## src/rtl/ps2_rx.sv

```systemverilog
// ps2_rx: PS/2 device-to-host frame receiver.
// Deframes 11-bit frames (start, 8 data LSB first, odd parity, stop) from the
// raw PS/2 pins and presents each valid byte with a one-cycle strobe. Scan codes
// are passed through unmodified; break/extended decoding happens downstream.
//
// Ports:
//   Clock     system clock, rising edge
//   Reset     asynchronous, active-high reset
//   Enable    receiver enable; low holds the deframer in IDLE
//   PS2_CLK   raw PS/2 clock pin (asynchronous)
//   PS2_DAT   raw PS/2 data pin (asynchronous)
//   data      last valid received byte (held between frames)
//   data_en   one-cycle strobe: data is new this cycle
//   frame_err one-cycle strobe: parity, stop or timeout error
module ps2_rx #(
    parameter int FILTER_LEN     = 8,
    parameter int TIMEOUT_CYCLES = 100000
) (
    input  logic       Clock,
    input  logic       Reset,
    input  logic       Enable,
    input  logic       PS2_CLK,
    input  logic       PS2_DAT,
    output logic [7:0] data,
    output logic       data_en,
    output logic       frame_err
);

    localparam int TW = $clog2(TIMEOUT_CYCLES + 1);

    typedef enum logic [1:0] {IDLE, DATA, PARITY, STOP} state_t;

    // Input conditioning: synchronisers and glitch filter idle high.
    logic [1:0] clk_sync, dat_sync;
    logic       clk_filt;
    logic [7:0] filt_cnt;
    logic       differ, flip, fall, samp;

    always_ff @(posedge Clock or posedge Reset) begin
        if (Reset) begin
            clk_sync <= 2'b11;
            dat_sync <= 2'b11;
        end else begin
            clk_sync <= {clk_sync[0], PS2_CLK};
            dat_sync <= {dat_sync[0], PS2_DAT};
        end
    end

    assign differ = clk_sync[1] != clk_filt;
    // The filtered clock flips on the FILTER_LEN-th consecutive differing cycle.
    assign flip   = differ && (filt_cnt == 8'(FILTER_LEN - 1));
    // Fall pulse is taken from the flip condition itself, so the FSM acts in the
    // same cycle the filtered clock goes low (saves one cycle of latency).
    assign fall   = flip && !clk_sync[1];
    assign samp   = dat_sync[1];

    always_ff @(posedge Clock or posedge Reset) begin
        if (Reset) begin
            clk_filt <= 1'b1;
            filt_cnt <= '0;
        end else if (!differ) begin
            filt_cnt <= '0;
        end else if (flip) begin
            filt_cnt <= '0;
            clk_filt <= clk_sync[1];
        end else begin
            filt_cnt <= filt_cnt + 8'd1;
        end
    end

    // Deframer
    state_t         state, state_n;
    logic [2:0]     bitcnt, bitcnt_n;
    logic [7:0]     shreg, shreg_n;
    logic           par, par_n;
    logic [TW-1:0]  to_cnt, to_cnt_n;
    logic           load, err;

    always_ff @(posedge Clock or posedge Reset) begin
        if (Reset) begin
            state     <= IDLE;
            bitcnt    <= '0;
            shreg     <= '0;
            par       <= 1'b0;
            to_cnt    <= '0;
            data      <= '0;
            data_en   <= 1'b0;
            frame_err <= 1'b0;
        end else begin
            state     <= state_n;
            bitcnt    <= bitcnt_n;
            shreg     <= shreg_n;
            par       <= par_n;
            to_cnt    <= to_cnt_n;
            data_en   <= load;
            frame_err <= err;
            if (load) data <= shreg;
        end
    end

    always_comb begin
        state_n  = state;
        bitcnt_n = bitcnt;
        shreg_n  = shreg;
        par_n    = par;
        to_cnt_n = to_cnt;
        load     = 1'b0;
        err      = 1'b0;
        if (!Enable) begin
            state_n  = IDLE;
            bitcnt_n = '0;
            to_cnt_n = '0;
        end else begin
            // Inactivity timeout; a fall pulse in the expiry cycle keeps the frame alive.
            if (state == IDLE || fall) begin
                to_cnt_n = '0;
            end else if (to_cnt == TW'(TIMEOUT_CYCLES - 1)) begin
                to_cnt_n = '0;
                state_n  = IDLE;
                err      = 1'b1;
            end else begin
                to_cnt_n = to_cnt + 1'b1;
            end

            if (fall) begin
                case (state)
                    IDLE: begin
                        // A high sample here is a spurious start: ignored silently.
                        if (!samp) begin
                            state_n  = DATA;
                            bitcnt_n = '0;
                        end
                    end
                    DATA: begin
                        shreg_n  = {samp, shreg[7:1]};
                        bitcnt_n = bitcnt + 3'd1;
                        if (bitcnt == 3'd7) state_n = PARITY;
                    end
                    PARITY: begin
                        par_n   = samp;
                        state_n = STOP;
                    end
                    STOP: begin
                        state_n = IDLE;
                        if (samp && ((^shreg) ^ par)) load = 1'b1;
                        else                          err  = 1'b1;
                    end
                    default: state_n = IDLE;
                endcase
            end
        end
    end

endmodule

```

## config.mk

```make
export PLATFORM = sky130hd
export DESIGN_NAME = ps2_rx
export DESIGN_NICKNAME = d
export VERILOG_FILES = /design/src/rtl/ps2_rx.sv
export SDC_FILE = /design/constraint.sdc
export NUM_CORES = 1
export LEC_CHECK = 0
export ABC_AREA = 1
export ABC_CLOCK_PERIOD_IN_PS = 2500
export CAP_MARGIN = 20
export CORE_AREA = 2 2 69 71
export CTS_CLUSTER_SIZE = 8
export DETAILED_ROUTE_END_ITERATION = 10
export DIE_AREA = 0 0 71 73
export PLACE_DENSITY_LB_ADDON = 0.2
export REMOVE_ABC_BUFFERS = 1
export SYNTH_ARGS = -nofsm -noshare
export SYNTH_HDL_FRONTEND = slang
export SYNTH_SLANG_ARGS = --single-unit
```

## constraint.sdc

```tcl
create_clock -name Clock -period 2.5 [get_ports Clock]
set_input_delay 0.5 -clock Clock [delete_from_list [all_inputs] [get_ports Clock]]
set_output_delay 0.5 -clock Clock [all_outputs]
set_load 0.02 [all_outputs]
```

==> qor.csv <==
metric,value,unit
outcome,"complete, no violations",
htreeDepth,2,
end_kind,flip-flop,
cts.path.max_buffers,2,
antenna_found_initial,0,
fin_nets,353,
syn_inst,326,
globalRouteOverflowTotal,0,
p_leak,0.00141,uW
grt_max_degree,31,
ir_drop,278,uV
pre_cts_ws,0.465,ns
hold_path_depth,0,
cts_tree,yes,
synth_edf_count,0,
p_per_area,492,nW/um2
seqCellArea,1360,um2
crit_cells,10,
grtUsageTotal,19.5,%
cp_max_fo,9,
path_buf_inv,1,
multi_input_area,1160,um2
period_share,71.6,%
cts_resized,0,
path_class,reg2reg,
hold_path_end,dat_sync[1],
drtAntennaViolNets,0,
cp_cell_sequence,"ha_1, nand3_1, nor2_2, nand3_2, clkinv_2, nand2_4, nor2_8, nand3_4, nand2_1, nand2_1",
rsz0062_at_grt,false,
ys_ff_latch,54,
die_h,73,um
maxSlewHeadroom,63.8,%
worst_path_largest_cell_delay,0.38,ns
grt_pass1_wl,8.09,mm
layout_commonest_cell,nand2_1,
grt_pass1_vias,1913,
setup_ws,0.709,ns
drive_above_1_share,7.54,%
rr_worst_depth,10,
clock_latency,0.31,ns
area_growth,10.8,%
max-cap-violations,0,
die-area,5180,um2
coreArea,4540,um2
drv_slew,0,
yosysWarningCount,0,
routed_wl,4.52,mm
slowest_stage,dfrtp_1,
wl_per_cell,11.3,um
fmax,558,MHz
clock_skew,0.00792,ns
total_power,1470,uW
hold_start,dat_sync[0],
setup_viol,0,
synth-main-ff-cell,dfrtp_1,
io_buffers,14,
ys_seq_area_share,50.5,%
hpwl,3.31,mm
fin_crit,1.79,ns
cp_top_family,simple AND/OR/NAND/NOR gates,
netlist_area,2690,um2
via_per_inst,5.21,
synth-async-reset-ratio,100,%
synth_cell_types,34,
clkSinkCount,54,
rows,25,
reg2reg_slack,0.71,ns
required,2.70,ns
startpoint_type,flip-flop,
io_pins,15,
first_iter_violations,126,
cts_inserted_buffers,5,
timing.critical_path.mode_cell,nand2_1,
worst_slew_pin_slew,0.542,ns
first_pass_iters,4,
syn_area_per_cell,8.24,um2
holdBufCountCts,0,
finalHoldViolations,0,
cts_setup_buffers,0,
r2r-end,data[6],
r2r-start,filt_cnt[0],
drc,0,
start_util,59.2,%
die_x,71,um
setup-tns-final,0,ns
vias,2080,
root_buffer,clkbuf_8,
fillers,359,
arrival,1.99,ns
clk_pin_slew,0.10,ns
min_path_type,reg2reg,
antenna_cells,0,
gp_congestion,0.871,
final_cell_mix,"nand2_1, dfrtp_1, nor2_1, inv_1",
## worst reg2reg max path, cell delays in order, from the launching register on
cell and delay [ns]:
dfrtp_1 0.38, ha_1 0.20, nand3_1 0.10, nor2_2 0.15
nand3_2 0.16, clkinv_2 0.13, nand2_4 0.10, nor2_8 0.18
nand3_4 0.14, nand2_1 0.10, nand2_1 0.05
## power by group
part / switching (uW) / total [uW] / leakage, uW / internal, uW
registers: 17.6 / 916 / 0.000709 / 898
logic: 48.4 / 74.8 / 0.000668 / 26.4
clock network: 276 / 475 / 0.0000385 / 199
total: 342 / 1470 / 0.00141 / 1120
## cell usage after synthesis, types with 2 or more instances
cell type / instances / area (um2)
a21oi_1: 7 / 35.0
buf_2: 2 / 10.0
dfrtp_1: 49 / 1230
dfstp_2: 5 / 131
ha_1: 4 / 50.1
inv_1: 36 / 135
nand2_1: 84 / 315
nand2_2: 2 / 12.5
nand3_1: 17 / 85.1
nand3b_1: 2 / 15.0
nand4_1: 11 / 68.8
nor2_1: 46 / 173
nor2_2: 2 / 12.5
nor3_1: 11 / 55.1
nor3b_1: 3 / 22.5
o21ai_0: 17 / 85.1
xnor2_1: 4 / 35.0
xor2_1: 8 / 70.1
## area by class of cell
cell class / instances / area share, %
clock inverters: 1 / 0.252
multi-input cells: 230 / 39.1
clock buffers: 7 / 2.56
well taps: 54 / 2.27
repair buffers: 15 / 5.38
inverters: 38 / 4.83
flip-flops and latches: 54 / 45.6
## metal layers
metal	GRT usage, %	wire [um]
met2	30.9	2060
met5	0	0
met3	4.28	183
met1	26.9	2230
met4	6.29	41
## how the worst max path moves through the flow
stage | endpoint | startpoint
3_3_place_gp | to_cnt[2] | Enable
3_5_place_dp | to_cnt[2] | Enable
2_1_floorplan | bitcnt[0] | Reset
5_1_grt | data[7] | filt_cnt[0]
6_report | data[6] | filt_cnt[0]
4_1_cts | data[6] | filt_cnt[0]
## stage by stage
stage	instances	area [um2]	util [%]	hold slack (ns)
CTS	399	2980	65.6	0.361
floorplan	322	2670	-	0.345
global route	399	2980	65.6	0.370
global placement	391	2890	63.8	0.345
finish	399	2980	65.6	0.361
detailed placement	391	2890	63.8	0.347
## state kept, by name (all words and copies together) (netlist names), 2 cells and up
name and count:
bitcnt 3, clk_sync 2, dat_sync 2, data 8, filt_cnt 8, shreg 8, state 2, to_cnt 17
## logic make-up after synthesis
group	synth area share (%)
compound gates	4.98
xor+xnor	3.91
fa+ha+maj	1.86
buf+inv	6.15
flops	50.5
simple gates	32.6
(Power assumes the default switching activity.)
